<file path="src/rtl/demo_sched_pkg.sv">
// Shared types, default sizing and width helpers for the demo detector sequencer.
package demo_sched_pkg;

  localparam int unsigned NUM_REQ_DEF   = 4;
  localparam int unsigned DATA_W_DEF    = 8;
  localparam int unsigned DRAIN_CYC_DEF = 2;

  typedef enum logic [2:0] {
    ST_IDLE  = 3'd0,
    ST_FLUSH = 3'd1,
    ST_SHIFT = 3'd2,
    ST_DRAIN = 3'd3,
    ST_RESP  = 3'd4
  } state_e;

  // Hit count must hold every cycle the detector output can be sampled.
  function automatic int unsigned cnt_w(input int unsigned data_w, input int unsigned drain_cyc);
    return $clog2(data_w + drain_cyc + 1);
  endfunction

endpackage

</file>
<file path="src/rtl/demo_rr_arb.sv">
// Combinational round-robin picker: first valid requester at or after ptr, wrapping.
module demo_rr_arb #(
  parameter int unsigned N     = 4,
  parameter int unsigned IDX_W = $clog2(N)
) (
  input  logic [N-1:0]     valid,
  input  logic [IDX_W-1:0] ptr,
  output logic [N-1:0]     grant_c,
  output logic [IDX_W-1:0] grant_idx_c,
  output logic             grant_any_c
);

  always_comb begin
    int unsigned j;
    logic [IDX_W-1:0] k;
    grant_c     = '0;
    grant_idx_c = '0;
    grant_any_c = 1'b0;
    j           = 0;
    k           = '0;
    for (int unsigned i = 0; i < N; i++) begin
      j = 32'(ptr) + i;
      if (j >= N) j = j - N;
      k = IDX_W'(j);
      if (!grant_any_c && valid[k]) begin
        grant_any_c = 1'b1;
        grant_c[k]  = 1'b1;
        grant_idx_c = k;
      end
    end
  end

endmodule

</file>
<file path="src/rtl/demo_sched.sv">
// Arbitrates requesters, flushes the demo detector, streams a word MSB-first and returns the hit count.
module demo_sched
  import demo_sched_pkg::*;
#(
  parameter int unsigned NUM_REQ   = NUM_REQ_DEF,
  parameter int unsigned DATA_W    = DATA_W_DEF,
  parameter int unsigned DRAIN_CYC = DRAIN_CYC_DEF,
  parameter int unsigned ID_W      = $clog2(NUM_REQ),
  parameter int unsigned CNT_W     = cnt_w(DATA_W, DRAIN_CYC)
) (
  input  logic                      clk,
  input  logic                      rst,
  input  logic [NUM_REQ-1:0]        req_valid,
  input  logic [NUM_REQ*DATA_W-1:0] req_data,
  output logic [NUM_REQ-1:0]        req_ready,
  output logic                      det_rst,
  output logic                      det_a,
  input  logic                      det_w,
  output logic                      rsp_valid,
  input  logic                      rsp_ready,
  output logic [ID_W-1:0]           rsp_id,
  output logic [CNT_W-1:0]          rsp_count,
  output logic                      busy
);

  localparam int unsigned CYC_W = $clog2(DATA_W + DRAIN_CYC + 1);
  localparam logic [CYC_W-1:0] LAST_BIT   = CYC_W'(DATA_W - 1);
  localparam logic [CYC_W-1:0] LAST_DRAIN = CYC_W'((DRAIN_CYC == 0) ? 0 : DRAIN_CYC - 1);

  state_e              state_q, state_d;
  logic [DATA_W-1:0]   shreg_q, shreg_d;
  logic [CYC_W-1:0]    cyc_q, cyc_d;
  logic [CNT_W-1:0]    cnt_q, cnt_d;
  logic [ID_W-1:0]     id_q, id_d;
  logic [ID_W-1:0]     rr_ptr_q, rr_ptr_d;
  logic                det_a_q, det_a_d;
  logic                det_flush_q, det_flush_d;
  logic                rsp_valid_q, rsp_valid_d;
  logic                busy_q, busy_d;

  logic [NUM_REQ-1:0]  grant_c;
  logic [ID_W-1:0]     grant_idx_c;
  logic                grant_any_c;

  demo_rr_arb #(.N(NUM_REQ), .IDX_W(ID_W)) u_arb (
    .valid       (req_valid),
    .ptr         (rr_ptr_q),
    .grant_c     (grant_c),
    .grant_idx_c (grant_idx_c),
    .grant_any_c (grant_any_c)
  );

  assign req_ready = (state_q == ST_IDLE) ? grant_c : '0;
  // Detector is held in reset for as long as the block itself is.
  assign det_rst   = det_flush_q | ~rst;
  assign det_a     = det_a_q;
  assign rsp_valid = rsp_valid_q;
  assign rsp_id    = id_q;
  assign rsp_count = cnt_q;
  assign busy      = busy_q;

  always_comb begin
    state_d  = state_q;
    shreg_d  = shreg_q;
    cyc_d    = cyc_q;
    cnt_d    = cnt_q;
    id_d     = id_q;
    rr_ptr_d = rr_ptr_q;

    case (state_q)
      ST_IDLE: begin
        if (grant_any_c) begin
          state_d = ST_FLUSH;
          shreg_d = req_data[32'(grant_idx_c) * DATA_W +: DATA_W];
          id_d    = grant_idx_c;
          cnt_d   = '0;
          cyc_d   = '0;
        end
      end
      ST_FLUSH: begin
        state_d = ST_SHIFT;
        cyc_d   = '0;
      end
      ST_SHIFT: begin
        shreg_d = shreg_q << 1;
        cyc_d   = cyc_q + CYC_W'(1);
        if (cyc_q == LAST_BIT) begin
          cyc_d   = '0;
          state_d = (DRAIN_CYC == 0) ? ST_RESP : ST_DRAIN;
        end
      end
      ST_DRAIN: begin
        cyc_d = cyc_q + CYC_W'(1);
        if (cyc_q == LAST_DRAIN) state_d = ST_RESP;
      end
      ST_RESP: begin
        if (rsp_ready) begin
          state_d  = ST_IDLE;
          rr_ptr_d = (id_q == ID_W'(NUM_REQ - 1)) ? '0 : id_q + ID_W'(1);
        end
      end
      default: state_d = ST_IDLE;
    endcase

    // Saturating guard; the window length keeps it from ever reaching max in practice.
    if ((state_q == ST_SHIFT || state_q == ST_DRAIN) && det_w && (cnt_q != '1))
      cnt_d = cnt_q + CNT_W'(1);

    det_a_d     = (state_d == ST_SHIFT) ? shreg_d[DATA_W-1] : 1'b0;
    det_flush_d = (state_d == ST_FLUSH);
    rsp_valid_d = (state_d == ST_RESP);
    busy_d      = (state_d != ST_IDLE);
  end

  always_ff @(posedge clk or negedge rst) begin
    if (!rst) begin
      state_q     <= ST_IDLE;
      shreg_q     <= '0;
      cyc_q       <= '0;
      cnt_q       <= '0;
      id_q        <= '0;
      rr_ptr_q    <= '0;
      det_a_q     <= 1'b0;
      det_flush_q <= 1'b0;
      rsp_valid_q <= 1'b0;
      busy_q      <= 1'b0;
    end else begin
      state_q     <= state_d;
      shreg_q     <= shreg_d;
      cyc_q       <= cyc_d;
      cnt_q       <= cnt_d;
      id_q        <= id_d;
      rr_ptr_q    <= rr_ptr_d;
      det_a_q     <= det_a_d;
      det_flush_q <= det_flush_d;
      rsp_valid_q <= rsp_valid_d;
      busy_q      <= busy_d;
    end
  end

endmodule

</file>
<file path="config.mk">
export PLATFORM = sky130hd
export DESIGN_NAME = demo_sched
export DESIGN_NICKNAME = d
export VERILOG_FILES = /design/src/rtl/demo_sched_pkg.sv /design/src/rtl/demo_rr_arb.sv /design/src/rtl/demo_sched.sv
export SDC_FILE = /design/constraint.sdc
export NUM_CORES = 1
export LEC_CHECK = 0
export BUFFER_PORTS_ARGS = -buffer_cell sky130_fd_sc_hd__clkbuf_2
export CORE_UTILIZATION = 52
export CTS_CLUSTER_DIAMETER = 40
export DETAILED_ROUTE_END_ITERATION = 12
export GPL_ROUTABILITY_DRIVEN = 0
export PLACE_DENSITY = 0.86
export SYNTH_ARGS = -nofsm -noshare
export SYNTH_HDL_FRONTEND = slang
export SYNTH_SLANG_ARGS = --single-unit
</file>
<file path="constraint.sdc">
create_clock -name clk -period 4.4 [get_ports clk]
set_input_delay 0.22 -clock clk [delete_from_list [all_inputs] [get_ports clk]]
set_output_delay 0.22 -clock clk [all_outputs]
set_load 0.02 [all_outputs]
</file>
# Word level (Yosys, flattened, before mapping)
# Cells that the tools add are included.
dict set report op_classes {
  n_reduce_logical 24
  muxes 47
  n_lt_le_gt_ge 12
  eq_ne 12
  add_sub_neg 10
  shifts 1
  bitwise_logic 5
}
# operator count
set op_table {}
lappend op_table {{4-bit two-way mux} 9}
lappend op_table {{32-bit by 6-bit indexed part select with 8-bit output} 1}
lappend op_table {{2-bit two-way mux} 9}
lappend op_table {{4-bit case mux with 4 select lines} 1}
lappend op_table {{8-bit case mux with 2 select lines} 1}
lappend op_table {{3-bit case mux with 5 select lines} 1}
lappend op_table {{1-bit two-way mux} 13}
lappend op_table {{2-bit by 3-bit < comparator with 1-bit output (second input constant)} 4}
lappend op_table {{3-bit two-way mux} 4}
lappend op_table {{4-bit bitwise OR} 3}
lappend op_table {{2-bit AND reduction} 5}
lappend op_table {{3-bit by 2-bit == test with 1-bit output (second input constant)} 3}
lappend op_table {{3-bit greater-or-equal comparator (second input constant)} 3}
lappend op_table {{1-bit logical AND} 9}
lappend op_table {{4-bit by 1-bit adder with 4-bit output (second input constant)} 2}
lappend op_table {{1-bit binary-select mux with 2-bit select} 4}
lappend op_table {{1-bit demux with 2-bit select} 4}
lappend op_table {{2-bit by 1-bit greater-or-equal comparator with 1-bit output (second input constant)} 4}
lappend op_table {{8-bit two-way mux} 1}
lappend op_table {{2-bit by 1-bit subtractor with 2-bit output (second input constant)} 4}
lappend op_table {{2-bit by 2-bit adder with 3-bit output (second input constant)} 2}
lappend op_table {{3-bit by 1-bit == test with 1-bit output (second input constant)} 2}
lappend op_table {{3-bit == test (second input constant)} 2}
lappend op_table {{2-bit nonzero test} 3}
lappend op_table {{other kinds (15)} 17}
dict set report totals {
  out_inout_bits 14
  register_bits 27
  inputBits 40
}

# Logic depth before layout (Yosys ltp)
# Gate-level depths: netlist (run 1).
dict set report depth {
  ltp_word 18
  depth_mapped 11
  depth_no_buf 8
}

# Cells and area by module
# From an unflattened synthesis (run 1), not the netlist that was laid out.
dict set report unflattened {
  cells_unflattened 182
  area_unflattened_um2 1968.1
}
# mod instances seq_area_each_um2 area_per_inst_um2 cells_each
set by_module_without_submodules {}
lappend by_module_without_submodules {demo_sched 1 675.6 1546.5 137}
lappend by_module_without_submodules {demo_rr_arb 1 0.0 421.7 45}

# Worst setup path after synthesis (run 1)
# No wires, ideal clock.
dict set report synth_timing {
  path_kind {reg-to-reg}
  start {register rr_ptr_q[0]}
  end {register shreg_q[0]}
  synth_period_minus_slack_ns 3.020
  n_path_buf 3
  stages_incl_launch_ff 12
  arrival_time_ns 2.879
  required_ns 4.259
  slack_ns 1.380
  path_cell_list {dfrtp_1 > buf_2 > inv_1 > ha_1 > buf_6 > mux4_2 > nor2b_4 > nor2_2 > o21ai_4 > buf_12 > mux2i_1 > o221ai_1}
}
dict set report synth_between {
  elab_chain_cells 17
  word_cells_on_any_way 42
}
# item line
set synth_rtl {}
lappend synth_rtl {{start: declaration} demo_sched.sv:35} ;# logic [ID_W-1:0] rr_ptr_q, rr_ptr_d;
lappend synth_rtl {{start signal: assignment} demo_sched.sv:133} ;# rr_ptr_q <= rr_ptr_d;
lappend synth_rtl {{parallel branches: the longest is 17 deep, another holds 2-bit by 1-bit adder with 3-bit output} --}
lappend synth_rtl {{end signal: assignment} demo_sched.sv:129} ;# shreg_q <= shreg_d;
lappend synth_rtl {{end: declaration} demo_sched.sv:31} ;# logic [DATA_W-1:0] shreg_q, shreg_d;
# Parallel ways; which one is timed is not known. The select of a mux whose other input is x is not followed.
# A chain may end at the register's enable or synchronous reset.

# Final worst setup path (run 1)
dict set report layout_timing {
  start {register rr_ptr_q[1]}
  end {register shreg_q[4]}
}
# Same word-level chain as after synthesis.

==> run metrics, run 1 <==
dominant synthesized flop cell dfrtp_1; Post-Place Cells 280; Setup Viol. Count Final 0; iteration-0 DRC count of the detailed router approximately 210; number of buffers inserted by port buffering 53; endpoint required time on the critical path between 4 and 5 ns; slowest stage cell on the critical path mux4_2; count of yosys warnings during synthesis 0; clock transition at the registers of the reported paths ~0.14 ns; overall global routing resource usage between 20% and 30%; skew final about 0.015 ns; post-detailed-route DRC marker count 0; Synth Cell Area between 1500 and 2000 um2; share of the clock period used by the worst path after layout around three quarters; Die Ht approximately 63 um; most frequent standard cell in the layout excluding fill and tap cells clkbuf_2; Post-Route Hold Slack between 0.1 and 0.15 ns; met2 Use GR between 30% and 40%; share of post-route cells with drive strength above 1 about 29%; Critical Path Start Type flop; post-DR wirelength/cell 14.3 um; area delta synth->final 15.8%; hold crit path type in2reg; antenna fix cells 0; DRT Wirelength about 4000 um; peak-usage layer in the global routing report met2; Clock H-tree levels 1; number of max-cap violations 0; Post-CTS Setup Repair Bufs 0; Std-Cell Core Area about 3400 um2; Finished Layout Cells around 290; CTS buffer count 3; dominant cells by area after synthesis dfrtp_1 (35%), mux2i_1 (10%), ha_1 (7.9%); setup tns final 0 ns; met1 Usage GRT between 20 and 30%; number of flops mapped to enable cells by yosys 0; max-slew violation count 0; transition time of the tightest slew-check pin between 0.7 and 0.8 ns; arrival time reported for the critical path endpoint about 3.4 ns; largest net degree at the start of global routing 29; gr ovfl total 0; sequence of cells on the critical path inv_1 -> ha_1 -> mux4_2 -> nor2b_4 -> nor2_2 -> o21ai_4 -> mux2i_1 -> o221ai_1; largest fanout of any net on the critical path 16; area share of the largest cell type after synthesis 35.4%; Syn Nets ~240; type of the worst setup path reg2reg; half-perimeter wire length of the detailed placement result between 3000 and 4000 um; post-synth cell types 42; number of top-level pins between 50 and 60; first drt pass iteration count 4; Hold Startpoint rsp_ready; CTS-repair resized insts 0; flop and latch count out of synthesis 27; async set-or-reset flop fraction in the synthesized netlist 100%; commonest non-fill, non-tap cells in the layout clkbuf_2 (53), dfrtp_1 (27), mux2i_1 (20); number of antenna violations at the first check in global routing 0; Max Clk Rate 0.311 GHz; launch point of the worst path rr_ptr_q[1]$_DFFE_PN0P_; status finished, final reports clean; worst slew margin relative to its limit between 50% and 60%; final critical delay including setup and external delays ~3.2 ns; post-layout net count about 290; GR Layer Usage met3 approximately 1.8%; worst vdd rail ir drop 0.324 mV; number of buffers on the longest clock path 2; reg-to-reg startpoint rr_ptr_q[1]$_DFFE_PN0P_; later-pin clock latency in the skew report roughly 0.33 ns; vias 1,646; first-pass GRT wire length slightly above 7000 um; CTS tree built; full die area a little under 4000 um2; Vias/cell about 5.8; post-synthesis sequential area ratio between 30% and 40%; Post-Synthesis Cells 190; biggest area consumer among synthesized cells dfrtp_1; Max stage delay on crit path 0.64 ns; root buffer selected by CTS clkbuf_4; endpoints failing hold 0; final antenna-violating net count 0; PwrDens 528 nW/um2; die width roughly 63 um; number of buffers inserted by hold repair at cts 1; initial standard-cell utilization of the core a little under three fifths; CTS sink count 27; vias in the first global route 1,621; Static Leakage between 1 and 1.5 nW; row count 21; synthesized area divided by synthesized cell count about 10 um2; category of the worst setup path capture point flop; setup repair after global routing missed its margin no
## layout make-up
class | instances | area (um2)
Clock buffer | 4 | 26.3
Sequential cell | 27 | 676
Fill cell | 299 | 1200
Timing Repair Buffer | 55 | 283
Multi-Input combinational cell | 150 | 1160
Inverter | 3 | 11.3
Tap cell | 46 | 57.6
## cells by family after synthesis
family	after synthesis	synth area share, %
buffers and inverters	13	3.93
DFF	27	35.4
adders and majority gates	12	7.86
AOI/OAI and AO/OA	54	20.6
muxes	27	16.4
xor gates and xnor gates	1	0.458
and+or+nand+nor	56	15.4
## where the power goes
part           leakage (nW)  switching, W  internal, W
Sequential            0.346     0.0000899     0.000337
Clock                0.0150     0.0000705    0.0000356
Combinational         0.687      0.000362     0.000273
Total                  1.05      0.000522     0.000646
## through the flow
step	total power (W)	setup slack [ns]	util, %	area [um2]
after floorplan	0.000928	1.38	-	1910
after global placement	0.00104	1.26	63.7	2180
after detailed placement	0.00106	1.18	63.7	2180
after CTS	0.00117	1.16	64.8	2210
after global routing	0.00128	0.890	64.8	2210
final	0.00117	1.18	64.8	2210
## critical path, delay by kind of cell (launching register included)
family                   cells  cell delay [ns]
multiplexers                 2             0.92
AO/OA/AOI/OAI                2             0.66
flip-flops                   1             0.60
adder cells (fa/ha/maj)      1             0.47
AND/OR/NAND/NOR              2             0.28
buffers and inverters        1             0.17
## worst paths after layout
path                                            to  slack, ns  depth (start not counted)
setup / recovery            shreg_q[4]$_DFFE_PN0P_       1.18                          8
hold / removal                 rsp_valid$_DFF_PN0_       0.13                          2
setup reg to reg            shreg_q[4]$_DFFE_PN0P_       1.18                          8
hold reg to reg             shreg_q[0]$_DFFE_PN0P_       0.54                          2
max in group asynchronous     cyc_q[2]$_DFFE_PN0P_       3.53                          2
min in group asynchronous  rr_ptr_q[1]$_DFFE_PN0P_       0.44                          2
## state kept, by name, indices dropped and copies added (netlist names)
register	count
cyc_q	4
state_q	3
shreg_q	8
busy	1
rsp_id	2
det_flush_q	1
det_a	1
rsp_valid	1
rr_ptr_q	2
rsp_count	4
## routing by layer
metal	vias up	wire length, um
met5	-	0
met3	5	94
met1	799	1820
met4	0	51
met2	26	2100
li1	816	-
## Yosys cell counts (all sizes together), types with 3 or more instances
| library cell | number |
|---|---|
| inv | 3 |
| buf | 4 |
| nand2 | 10 |
| mux2 | 4 |
| ha | 12 |
| a221oi | 4 |
| nor2b | 5 |
| a21oi | 6 |
| dfrtp | 27 |
| a22oi | 11 |
| clkbuf | 6 |
| o21ai | 13 |
| nand3 | 4 |
| nor3b | 3 |
| mux2i | 21 |
| o221ai | 9 |
| nor2 | 19 |
| or3 | 4 |
No activity file was read; power rests on OpenSTA's default activity.
==> run 2, diff against run 1 <==
clock period = 3 ns   (was 4.4 ns; I/O delays follow)
==> run 2 against run 1 <==
  * Hold slack worse by 0.10 ns
  * Clock skew fell by 0.014 ns
  * Sequential power grew 43%
  * Utilization up 0.99 points
  * Total power is 49% higher
  * Via count increased by 3.9%
  * Clock power rose by 54%
  * Count of clock-buffer cells in the layout shrank 1
  * First-iteration DRC count down 50%
  * Routed wire length up 4.9%
  * Critical path type is now reg2out
  * Largest power group unchanged
  * Highest routed layer unchanged
==> run metrics, run 2 (synthesis gave the netlist of run 1 again) <==
Setup Viol. Count Final 0; Die Ht between 60 and 70 um; amount of wire on met2 after detailed routing 2190 um; hold crit path type in2reg; transition time of the tightest slew-check pin roughly 0.67 ns; worst path bufs/invs 2; CTS-repair resized insts 0; CTS buffer count 3; first-pass GRT wire length between 7000 and 8000 um; post-detailed-route DRC marker count 0; reg-to-reg startpoint rr_ptr_q[1]$_DFFE_PN0P_; number of top-level pins 54; vias in the first global route about 1,600; post-route cell area 2250 um2; overall global routing resource usage a little under a quarter; DRT Wirelength ~4300 um; antenna fix cells 0; wire length the detailed router placed on met1 approximately 1900 um; Post-CTS Setup Repair Bufs 0; post-layout total power 0.00174 W; slack of the worst reg-to-reg path between 0.2 and 0.25 ns; share of the clock period used by the worst path after layout 93.8%; gr ovfl total 0; Max Clk Rate roughly 0.36 GHz; vias between 1,500 and 2,000; Hold Startpoint rsp_ready; Vias/cell ~5.9; clock transition at the registers of the reported paths 0.15 ns; most frequent standard cell in the layout excluding fill and tap cells clkbuf_2; initial standard-cell utilization of the core 55.9%; utilization of the core after routing ~66%; full die area just under 4000 um2; CTS tree built; number of buffers on the longest clock path 2; placement-stage cell area ~2200 um2; slowest stage cell on the critical path mux4_2; Critical Path Start Type flop; later-pin clock latency in the skew report roughly 0.33 ns; Clock H-tree levels 1; setup tns final 0 ns; top routing layer used met4; root buffer selected by CTS clkbuf_4; row count 21; launch point of the worst path rr_ptr_q[1]$_DFFE_PN0P_; Routed met3 length approximately 120 um; number of antenna violations at the first check in global routing 0; arrival time reported for the critical path endpoint 2.66 ns; dominant delay contributor by cell family on the critical path multiplexers; register with the most flip-flops shreg_q; type of the worst setup path reg2out; first drt pass iteration count 5; die width 62.6 um; largest net degree at the start of global routing 18; category of the worst setup path capture point output pin; iteration-0 DRC count of the detailed router 105; PwrDens 776 nW/um2; number of flip-flops under the largest register name 8; area delta synth->final 17.6%; post-layout net count between 200 and 300; share of post-route cells with drive strength above 1 a little under a third; commonest non-fill, non-tap cells in the layout clkbuf_2 (53), dfrtp_1 (27), mux2i_1 (20); final antenna-violating net count 0; status finished, final reports clean; largest fanout of any net on the critical path 7; endpoints failing hold 0; setup repair after global routing missed its margin no; Max stage delay on crit path 0.64 ns; worst vdd rail ir drop 0.553 mV; CTS sink count 27; worst slew margin relative to its limit 55.2%; number of buffers inserted by hold repair at cts 1; sequence of cells on the critical path inv_1 -> ha_1 -> mux4_2 -> a22oi_1 -> nor2_1 -> a221oi_1 -> nor2_1 -> clkbuf_2; post-DR wirelength/cell 14.8 um; half-perimeter wire length of the detailed placement result around 3300 um; number of max-cap violations 0; skew final 0.00124 ns; Static Leakage approximately 1.1 nW; number of buffers inserted by port buffering 53; Std-Cell Core Area roughly 3400 um2; endpoint required time on the critical path 2.85 ns; max-slew violation count 0; final critical delay including setup and external delays about 2.8 ns; most common cell type on the critical path nor2_1
==> run 2: changes by cell type in the layout (fill, tap and decap cells not counted), sizes merged <==
cell      delta
clkbuf       -1
clkinvlp     +1
buf          +4
==> run 2: layer usage <==
layer  GRT usage (%)  vias to the layer above
li1                -                      829
met1            30.4                      819
met2            39.9                       52
met3            2.37                       11
met4            8.43                        0
met5               0                        -
==> run 2: cell type report <==
type                            instances  area [um2]
Sequential cell                        27         676
Timing Repair Buffer                   59         313
Clock inverter                          1        7.51
Tap cell                               46        57.6
Clock buffer                            3        22.5
Fill cell                             291        1170
Inverter                                3        11.3
Multi-Input combinational cell        150        1160
==> run 2: stage by stage <==
step / instances / hold WS (ns) / worst slack [ns]
after floorplan: 190 / -0.146 / 0.0513
after global placement: 284 / 0.0719 / 0.377
after detailed placement: 284 / 0.0794 / 0.259
after CTS: 289 / 0.0173 / 0.211
after global routing: 289 / 0.0425 / 0.00837
final: 289 / 0.0226 / 0.187
==> run 2: power by group <==
part	leakage, nW	internal, W	switching [W]
Clock	0.0139	0.0000512	0.000112
Combinational	0.706	0.000415	0.000555
Sequential	0.346	0.000495	0.000117
Total	1.07	0.000961	0.000783
==> run 2: path summary, 6_finish.rpt <==
| kind | end | depth (start not counted) |
|---|---|---|
| worst max-delay path | req_ready[3] | 8 |
| worst min register to register | rsp_count[3]$_DFFE_PN0P_ | 1 |
| min in group asynchronous | det_a$_DFF_PN0_ | 2 |
| max in group asynchronous | rsp_count[3]$_DFFE_PN0P_ | 3 |
| worst max register to register | shreg_q[3]$_DFFE_PN0P_ | 9 |
| worst min-delay path | rsp_valid$_DFF_PN0_ | 2 |
